File: config.mk
export PLATFORM = sky130hd
export DESIGN_NAME = gbt_link_init_seq
export DESIGN_NICKNAME = d
export VERILOG_FILES = /design/src/rtl/gbt_init_pkg.sv /design/src/rtl/init_tmo_cntr.sv /design/src/rtl/gbt_link_init_seq.sv
export SDC_FILE = /design/constraint.sdc
export NUM_CORES = 1
export LEC_CHECK = 0
export BUFFER_PORTS_ARGS = -buffer_cell sky130_fd_sc_hd__buf_2
export CORE_MARGIN = 2
export CORE_UTILIZATION = 38
export CTS_CLUSTER_DIAMETER = 80
export DETAILED_ROUTE_END_ITERATION = 12
export PLACE_DENSITY_LB_ADDON = 0.15
export SETUP_SLACK_MARGIN = 0.05
export SLEW_MARGIN = 20
export SYNTH_ARGS = -nofsm -noshare
export SYNTH_HDL_FRONTEND = slang
export SYNTH_HIERARCHICAL = 1
export SYNTH_SLANG_ARGS = --single-unit
File: constraint.sdc
create_clock -name CLK -period 4.3 [get_ports CLK]
set_clock_uncertainty 0.1 [all_clocks]
set_input_delay 0.43 -clock CLK [delete_from_list [all_inputs] [get_ports CLK]]
set_output_delay 0.43 -clock CLK [all_outputs]
set_load 0.01 [all_outputs]
File: src/rtl/gbt_init_pkg.sv
// ============================================================================
//  Module      : gbt_init_pkg
//  Description : State encoding, timer width and output-decode helpers for the
//                GBT link bring-up sequencer.
//  Revision    : 1.0 - initial release
// ============================================================================
`default_nettype none

package gbt_init_pkg;

    localparam int TMO_W = 16;

    localparam logic [2:0] ST_IDLE       = 3'd0;
    localparam logic [2:0] ST_QPLL_WAIT  = 3'd1;
    localparam logic [2:0] ST_GT_PULSE   = 3'd2;
    localparam logic [2:0] ST_GT_WAIT    = 3'd3;
    localparam logic [2:0] ST_GBT_PULSE  = 3'd4;
    localparam logic [2:0] ST_ALIGN_WAIT = 3'd5;
    localparam logic [2:0] ST_LINK_OK    = 3'd6;
    localparam logic [2:0] ST_FAULT      = 3'd7;

    typedef enum logic [2:0] {
        IDLE       = ST_IDLE,
        QPLL_WAIT  = ST_QPLL_WAIT,
        GT_PULSE   = ST_GT_PULSE,
        GT_WAIT    = ST_GT_WAIT,
        GBT_PULSE  = ST_GBT_PULSE,
        ALIGN_WAIT = ST_ALIGN_WAIT,
        LINK_OK    = ST_LINK_OK,
        FAULT_ST   = ST_FAULT
    } state_t;

    function automatic logic gt_rst_on(state_t s);
        return (s inside {IDLE, QPLL_WAIT, GT_PULSE, FAULT_ST});
    endfunction

    function automatic logic gbt_rst_on(state_t s);
        return !(s inside {ALIGN_WAIT, LINK_OK});
    endfunction

endpackage

`default_nettype wire

File: src/rtl/init_tmo_cntr.sv
// ============================================================================
//  Module      : init_tmo_cntr
//  Description : Loadable saturating up-counter with synchronous clear and a
//                terminal-count compare output.
//  Revision    : 1.0 - initial release
// ============================================================================
`default_nettype none

module init_tmo_cntr #(
    parameter int W = 16
) (
    input  logic         clk,
    input  logic         rst,
    input  logic         i_clr,
    input  logic         i_load,
    input  logic [W-1:0] i_load_val,
    input  logic         i_en,
    input  logic [W-1:0] i_tc_val,
    output logic         o_tc
);

    logic [W-1:0] r_count;

    // Saturation keeps long-lived states (IDLE, LINK_OK) from wrapping.
    always_ff @(posedge clk or posedge rst) begin
        if (rst) begin
            r_count <= '0;
        end else if (i_clr) begin
            r_count <= '0;
        end else if (i_load) begin
            r_count <= i_load_val;
        end else if (i_en && (r_count != {W{1'b1}})) begin
            r_count <= r_count + 1'b1;
        end
    end

    assign o_tc = (r_count == i_tc_val);

endmodule

`default_nettype wire

File: src/rtl/gbt_link_init_seq.sv
// ============================================================================
//  Module      : gbt_link_init_seq
//  Description : GBT optical link bring-up and supervision sequencer with
//                bounded retry. Optional lock-loss statistics counter built
//                when GBT_LINK_STATS_EN is defined.
//  Revision    : 1.0 - initial release
// ============================================================================
`default_nettype none

module gbt_link_init_seq
    import gbt_init_pkg::*;
#(
    parameter logic [7:0]  RST_PULSE = 8'd16,
    parameter logic [15:0] LOCK_TMO  = 16'd40000,
    parameter logic [15:0] ALIGN_TMO = 16'd40000,
    parameter logic [3:0]  MAX_RETRY = 4'd7,
    parameter logic [3:0]  LOSS_FILT = 4'd8
) (
    input  logic       CLK,
    input  logic       RST,
    input  logic       RUN,
    input  logic       QPLL_LOCK,
    input  logic       GT_RST_DONE,
    input  logic       GBT_RX_READY,
    output logic       GT_RST,
    output logic       GBT_RST,
    output logic       LINK_UP,
    output logic       FAULT,
    output logic [3:0] RETRY_CNT,
    output logic [2:0] STATE,
    output logic [7:0] LOSS_CNT
);

    state_t           r_state;
    state_t           w_nxt;
    logic             r_gt_rst;
    logic             r_gbt_rst;
    logic             r_link_up;
    logic             r_fault;
    logic [3:0]       r_retry_cnt;
    logic             w_retry;
    logic             w_tmr_clr;
    logic             w_tmr_tc;
    logic [TMO_W-1:0] w_tmr_lim;
    logic             w_bad;
    logic             w_flt_clr;
    logic             w_flt_tc;
    logic             w_loss;

    assign w_bad  = !QPLL_LOCK || !GBT_RX_READY;
    assign w_loss = (r_state == LINK_OK) && w_bad && w_flt_tc;

    always_comb begin
        w_tmr_lim = {TMO_W{1'b1}};
        case (r_state)
            QPLL_WAIT, GT_WAIT:   w_tmr_lim = LOCK_TMO - 16'd1;
            GT_PULSE, GBT_PULSE:  w_tmr_lim = {8'd0, RST_PULSE} - 16'd1;
            ALIGN_WAIT:           w_tmr_lim = ALIGN_TMO - 16'd1;
            default:              w_tmr_lim = {TMO_W{1'b1}};
        endcase
    end

    // Success is tested before timeout so a simultaneous pair resolves to success.
    always_comb begin
        w_nxt   = r_state;
        w_retry = 1'b0;
        if (!RUN) begin
            w_nxt = IDLE;
        end else begin
            case (r_state)
                IDLE:       w_nxt = QPLL_WAIT;
                QPLL_WAIT:  if (QPLL_LOCK) w_nxt = GT_PULSE;
                            else if (w_tmr_tc) w_retry = 1'b1;
                GT_PULSE:   if (w_tmr_tc) w_nxt = GT_WAIT;
                GT_WAIT:    if (GT_RST_DONE) w_nxt = GBT_PULSE;
                            else if (w_tmr_tc) w_retry = 1'b1;
                GBT_PULSE:  if (w_tmr_tc) w_nxt = ALIGN_WAIT;
                ALIGN_WAIT: if (GBT_RX_READY) w_nxt = LINK_OK;
                            else if (w_tmr_tc) w_retry = 1'b1;
                LINK_OK:    if (w_loss) w_retry = 1'b1;
                FAULT_ST:   w_nxt = FAULT_ST;
                default:    w_nxt = IDLE;
            endcase
            if (w_retry) begin
                w_nxt = (r_retry_cnt == MAX_RETRY) ? FAULT_ST : QPLL_WAIT;
            end
        end
    end

    // A retry from QPLL_WAIT re-enters the same state, so it must clear the timer too.
    assign w_tmr_clr = (w_nxt != r_state) || w_retry;
    assign w_flt_clr = (r_state != LINK_OK) || !w_bad;

    init_tmo_cntr #(.W(TMO_W)) u_state_tmr (
        .clk        (CLK),
        .rst        (RST),
        .i_clr      (w_tmr_clr),
        .i_load     (1'b0),
        .i_load_val ({TMO_W{1'b0}}),
        .i_en       (1'b1),
        .i_tc_val   (w_tmr_lim),
        .o_tc       (w_tmr_tc)
    );

    init_tmo_cntr #(.W(4)) u_loss_filt (
        .clk        (CLK),
        .rst        (RST),
        .i_clr      (w_flt_clr),
        .i_load     (1'b0),
        .i_load_val (4'd0),
        .i_en       (1'b1),
        .i_tc_val   (LOSS_FILT - 4'd1),
        .o_tc       (w_flt_tc)
    );

    always_ff @(posedge CLK or posedge RST) begin
        if (RST) begin
            r_state     <= IDLE;
            r_gt_rst    <= 1'b1;
            r_gbt_rst   <= 1'b1;
            r_link_up   <= 1'b0;
            r_fault     <= 1'b0;
            r_retry_cnt <= 4'd0;
        end else begin
            r_state   <= w_nxt;
            r_gt_rst  <= gt_rst_on(w_nxt);
            r_gbt_rst <= gbt_rst_on(w_nxt);
            r_link_up <= (w_nxt == LINK_OK);
            r_fault   <= (w_nxt == FAULT_ST);
            if (!RUN) begin
                r_retry_cnt <= 4'd0;
            end else if (w_retry && (r_retry_cnt != MAX_RETRY) && (r_retry_cnt != 4'hF)) begin
                r_retry_cnt <= r_retry_cnt + 4'd1;
            end
        end
    end

`ifdef GBT_LINK_STATS_EN
    logic [7:0] r_loss_cnt;

    // Survives RUN=0 on purpose: only a hard reset clears the history.
    always_ff @(posedge CLK or posedge RST) begin
        if (RST) begin
            r_loss_cnt <= 8'h00;
        end else if (RUN && w_loss && (r_loss_cnt != 8'hFF)) begin
            r_loss_cnt <= r_loss_cnt + 8'h01;
        end
    end

    assign LOSS_CNT = r_loss_cnt;
`else
    assign LOSS_CNT = 8'h00;
`endif

    assign STATE     = r_state;
    assign GT_RST    = r_gt_rst;
    assign GBT_RST   = r_gbt_rst;
    assign LINK_UP   = r_link_up;
    assign FAULT     = r_fault;
    assign RETRY_CNT = r_retry_cnt;

endmodule

`default_nettype wire
Word level (Yosys, flattened, before mapping)
Index checks and enable logic that the tools add are counted.
{"block": "op_classes", "n_reduce_logical": 19, "bitwise": 0, "multipliers": 0, "div": 0, "mux": 24, "shifts": 0, "eq_ne": 22, "n_addsub": 3, "n_lt_le_gt_ge": 0}
{"operator": "$mux 16", "n": 2}
{"operator": "$pmux 16 s2", "n": 1}
{"operator": "$mux 3", "n": 8}
{"operator": "$eq 3x3->1 const B", "n": 7}
{"operator": "$pmux 3 s7", "n": 1}
{"operator": "$add 16x1->16 const B", "n": 1}
{"operator": "$eq 16x16->1", "n": 1}
{"operator": "$mux 4", "n": 4}
{"operator": "$ne 16x16->1 const B", "n": 1}
{"operator": "$eq 3x2->1 const B", "n": 3}
{"operator": "$add 4x1->4 const B", "n": 2}
{"operator": "$eq 4x3->1 const B", "n": 2}
{"operator": "$ne 4x4->1 const B", "n": 2}
{"operator": "$mux 1", "n": 7}
{"operator": "$eq 3x1->1 const B", "n": 2}
{"operator": "$logic_not 3->1", "n": 2}
{"operator": "$reduce_bool 2->1", "n": 3}
{"operator": "$logic_and 1x1->1", "n": 4}
{"operator": "$logic_not 1->1", "n": 4}
{"operator": "$ne 4x3->1 const B", "n": 1}
{"operator": "$pmux 1 s4", "n": 1}
{"operator": "$reduce_bool 4->1", "n": 1}
{"operator": "$logic_or 1x1->1", "n": 3}
{"operator": "$ne 3x3->1", "n": 1}
{"operator": "4 further kinds", "n": 4}
{"block": "totals", "wordCells": 76, "ram_bits": 0, "romBits": 0, "regBits": 31, "latchBits": 0, "output_inout_bits": 19, "input_bits": 6, "memories": 0}

Logic depth before layout (Yosys ltp)
{"block": "depth", "depth_word": 13, "depth_mapped": 15, "mapped_depth_nobuf": 13}

Cells and area by module
The synthesis kept the hierarchy.
{"module": "init_tmo_cntr at u_state_tmr", "area_per_inst_um2": 1313.8, "cells_per_inst": 146, "n_inst": 1, "seq_area_each_um2": 400.4}
{"module": "gbt_link_init_seq", "area_per_inst_um2": 784.5, "cells_per_inst": 88, "n_inst": 1, "seq_area_each_um2": 277.8}
{"module": "init_tmo_cntr at u_loss_filt", "area_per_inst_um2": 299.0, "cells_per_inst": 34, "n_inst": 1, "seq_area_each_um2": 100.1}

Worst setup path before layout
Ideal clock, no wire load.
{"block": "synth_timing", "path_kind": "reg2reg", "from": "reg r_state[2], in the netlist STATE[2]", "to": "reg u_state_tmr.r_count[2]", "setup_time_ps": 136, "path_buffers": 3, "t_arrival_ps": 3801, "setup_slack_ps": 263, "stages_incl_launch_ff": 15, "required_ps": 4064, "cell_sequence": "dfrtp_1 > buf_2 > or2_2 > o21ai_0 > xnor2_1 > nand4_1 > nor4_1 > nand2_1 > o32ai_2 > a41o_1 > nor2_1 > a211oi_1 > buf_1 > clkbuf_1 > nor2_1"}
{"block": "synth_between", "elab_chain_cells": 13, "elab_cells_between_ends": 34, "cone_classes": "9 x eq/ne; 18 x mux; 7 x reduce/logical"}
{"element": "start: declaration", "line_no": "gbt_link_init_seq.sv:34", "rtl": "state_t r_state;"}
{"element": "start signal: assignment", "line_no": "gbt_link_init_seq.sv:125", "rtl": "r_state <= w_nxt;"}
{"element": "$eq 3x3->1, or another cell as far along", "line_no": "gbt_link_init_seq.sv:55", "rtl": "case (r_state)"}
{"element": "$reduce_or 3->1 (no line) / $reduce_or 2->1 (equally long branches)"}
{"element": "$pmux 16 s2 (*)", "line_no": "gbt_link_init_seq.sv:55"}
{"element": "via w_tmr_lim[13]", "line_no": "gbt_link_init_seq.sv:44", "rtl": "logic [TMO_W-1:0] w_tmr_lim;"}
{"element": "$eq 16x16->1 (*)", "line_no": "init_tmo_cntr.sv:37", "rtl": "assign o_tc = (r_count == i_tc_val);"}
{"element": "via w_tmr_tc", "line_no": "gbt_link_init_seq.sv:43", "rtl": "logic w_tmr_tc;"}
{"element": "$mux 1", "line_no": "gbt_link_init_seq.sv:73, gbt_link_init_seq.sv:76, gbt_link_init_seq.sv:79"}
{"element": "$mux 1, on equally long branches", "line_no": "gbt_link_init_seq.sv:78, gbt_link_init_seq.sv:72, gbt_link_init_seq.sv:75"}
{"element": "$pmux 1 s4", "line_no": "gbt_link_init_seq.sv:70", "rtl": "case (r_state)"}
{"element": "$mux 1", "line_no": "gbt_link_init_seq.sv:67", "rtl": "if (!RUN) begin"}
{"element": "$mux 3", "line_no": "gbt_link_init_seq.sv:84", "rtl": "if (w_retry) begin"}
{"element": "$mux 3", "line_no": "gbt_link_init_seq.sv:67"}
{"element": "$ne 3x3->1", "line_no": "gbt_link_init_seq.sv:91", "rtl": "assign w_tmr_clr = (w_nxt != r_state) || w_retry;"}
{"element": "$logic_or 1x1->1 (*)", "line_no": "gbt_link_init_seq.sv:91"}
{"element": "via w_tmr_clr", "line_no": "gbt_link_init_seq.sv:42", "rtl": "logic w_tmr_clr;"}
{"element": "$mux 16 / $reduce_bool 2->1 (equally long branches)"}
{"element": "end signal: assignment", "line_no": "init_tmo_cntr.sv:31", "rtl": "r_count <= i_load_val;"}
{"element": "end signal: assignment", "line_no": "init_tmo_cntr.sv:33", "rtl": "r_count <= r_count + 1'b1;"}
{"element": "end: declaration", "line_no": "init_tmo_cntr.sv:22", "rtl": "logic [W-1:0] r_count;"}
Mark *: on every way through the listed nets, which the timed path passes. The rest lies on a longest branch. The select of a mux whose other input is x is not followed.
A chain may end at the register's enable or synchronous reset.

Worst setup path after layout
{"block": "layout_timing", "from": "reg r_state[1], in the netlist STATE[1]", "to": "reg u_state_tmr.r_count[13]"}
The elaborated chain is that of the path after synthesis.

==> metrics.txt <==
run status=completed; Core Area=roughly 6000 sq um; Yosys top cell by area=dfrtp_1; Syn Std Cell Area=around 2400 sq um; Vias/cell=roughly 5; Final Util=0.452; period utilisation layout=0.878; crit-path max FO=18; Clk Latency, worst-skew pair=around 0.28 ns; Overflow after GRT=0; Seq/Total Area, Yosys=0.325; CTS clock-pin slew for the worst setup and hold paths=0.07 ns; Slew Limit Fails=0; nets=326; starting density of the core=0.398; Post-Route WL=between 5 and 6 mm; ordered cell list for the critical path=or2_2 > o21ai_0 > buf_4 > xnor2_1 > nand4_1 > nor4_1 > nand2_1 > o32ai_2 > a41o_1 > nor2_1 > a211oi_2 > buf_4 > nor4_1 > nand3_1 > o211ai_1; Vias=around 2,000; Hold WS=between 0.3 and 0.4 ns; Final Power=0.000758 W; final setup fails=0; final hold viol count=0; Hold Path Depth=2; critical path's largest stage delay=~0.56 ns; Final Instance Count excl. Fillers=393; CTS Buffer Depth=2; sw frac=0.342; clock net sink count=31; LEAKAGE=approximately 1.1 nW; f_max=about 260 MHz; DR iter-0 viols=75; synthesis-to-finish area growth=13.6%; # placed instances=384; dpl hpwl=around 3.8 mm; CTS tree=built; IO Port Bufs=16; number of global-route vias before repair=between 1,500 and 2,000; clock buffer count from CTS=5; max-cap viol count=0; first-pass GRT wire length=a little under 9 mm; RSZ-0062 raised after global routing=false; Power Internal=between 0.0004 and 0.0005 W; Post-synth ARST share=1.00; worst r2r path cells=15; Root Driver=clkbuf_8; Worst Max-Slew Pin Slew=between 0.6 and 0.7 ns; CP endpoint kind=register; setup_tns=0 ns; worst hold path type=primary input to register; most frequent cells in the layout=47 x conb_1, 29 x dfrtp_1, 23 x a21oi_1, 20 x nor2_1, 18 x xnor2_1; Synth top area share=0.303; most common cell after layout, fill and taps aside=conb_1; VDD IR-drop max=about 0.00012 V; Combinational Power Share=0.218; drt pass-1 iters=4; Die Width=83.4 um; Clock Power Share=0.299; layout cells sized above 1=0.164; Final GP Congestion=0.800; number of core rows=28; # H-tree levels=2; DR DRC count=0; Yosys Warn Count=6; kind of critical path=register to register; antenna diode instance count=0; Req. time, crit path=4.36 ns; post-CTS setup buffers=0; Mapped Cells=268; io pins=25; synth top area cells=dfrtp_1 30%, xnor2_1 6.6%, a21oi_1 4.8%; post-synth cell types=62; fin crit period=approximately 3.8 ns; largest net degree at the start of global routing=19; #FFs+latches synth=31; syn avg cell area=between 8 and 9 sq um; Routed Antenna Nets=0; Slew Limit Headroom=0.560; Tot GR Track Use=0.154; P_sw=around 0.00026 W; CP max stage cell=dfrtp_1; initial antenna violation count=0; wire per inst=~13 um; Setup crit start kind=register; PD cells=278 nW/um^2; Reg power frac=0.483; die area=a little under 7000 sq um; Worst Path Arrival=around 3.8 ns; Synth Flop Type=dfrtp_1; height of the die=83.4 um; Post-synth EDFFs=0
==> cells by family after synthesis <==
| logic type | synth area share |
|---|---|
| AO/OA/AOI/OAI | 0.185 |
| XOR/XNOR | 0.102 |
| adder cells (fa/ha/maj) | 0.0157 |
| buffers and inverters | 0.0731 |
| flip-flops | 0.325 |
| multiplexers | 0.0130 |
| other | 0.00313 |
| AND/OR/NAND/NOR | 0.283 |
==> cell usage after synthesis, types with 3 or more instances <==
cell type  number
a31oi_1         3
nand3b_1        3
nand4_1        11
xnor2_1        18
nor3_1          5
a211oi_2        4
a21oi_1        23
nor2_1         20
xor2_1         10
dfrtp_1        29
nand3_1        14
nor4_1          5
nand2b_1        7
nand4b_1        3
buf_4           8
nand2_1        14
clkbuf_1        4
buf_2           8
and4_4          3
ha_1            3
or3_1           3
o21ai_0         3
inv_1          11
a211oi_1        4
==> power groups by stage <==
stage	combinational (W)	clock (W)	sequential (W)
2_1_floorplan	0.000152	0	0.000349
3_3_place_gp	0.000161	0	0.000371
3_5_place_dp	0.000163	0	0.000371
4_1_cts	0.000164	0.000236	0.000366
5_1_grt	0.000188	0.000253	0.000371
6_report	0.000165	0.000227	0.000366
==> metrics by stage <==
stage | area (sq um) | setup slack (ns)
CTS | 2720 | 0.485
floorplan | 2570 | 0.263
finish | 2720 | 0.525
global route | 2720 | 0.160
detailed placement | 2630 | 0.530
global placement | 2630 | 0.662
==> timing repair <==
item                      CTS  global route
gates resized for setup     0             0
hold buffers                1             0
hold endpoints to repair    4             0
==> worst max-delay path, delay by kind of cell, from the launching register on <==
family / cells / cell delay [ns]
and+or+nand+nor: 7 / 1.37
AOI/OAI and AO/OA: 5 / 1.01
DFF: 1 / 0.56
buffers and inverters: 2 / 0.47
xor gates and xnor gates: 1 / 0.13
==> layer usage <==
metal | up-vias | track usage | part of all wire
li1 | 1025 | - | -
met1 | 895 | 0.209 | 0.48
met2 | 31 | 0.246 | 0.47
met3 | 7 | 0.0318 | 0.036
met4 | 0 | 0.0528 | 0.015
met5 | - | 0 | 0
==> registers in the layout, indices dropped and copies added (netlist names) <==
name	cells
FAULT	1
LINK_UP	1
u_loss_filt/r_count	4
RETRY_CNT	4
STATE	3
GT_RST	1
GBT_RST	1
u_state_tmr/r_count	16
==> worst paths after layout <==
check	end	from	slack (ns)
setup / recovery	u_state_tmr/r_count[13]	STATE[1]	0.52
hold / removal	GT_RST	RUN	0.34
setup reg to reg	u_state_tmr/r_count[13]	STATE[1]	0.52
hold reg to reg	RETRY_CNT[2]	RETRY_CNT[2]	0.47
max in group asynchronous	u_state_tmr/r_count[13]	RST	2.97
min in group asynchronous	u_loss_filt/r_count[0]	RST	0.50
==> area by class of cell <==
type	instances	area (sq um)
timing repair buffer	19	105
multi-input combinational	248	1620
tap	75	93.8
inverter	12	45.0
clock buffer	5	68.8
clock inverter	3	15.0
fill	625	3300
sequential	31	778
Power figures use the tool's default switching activity.
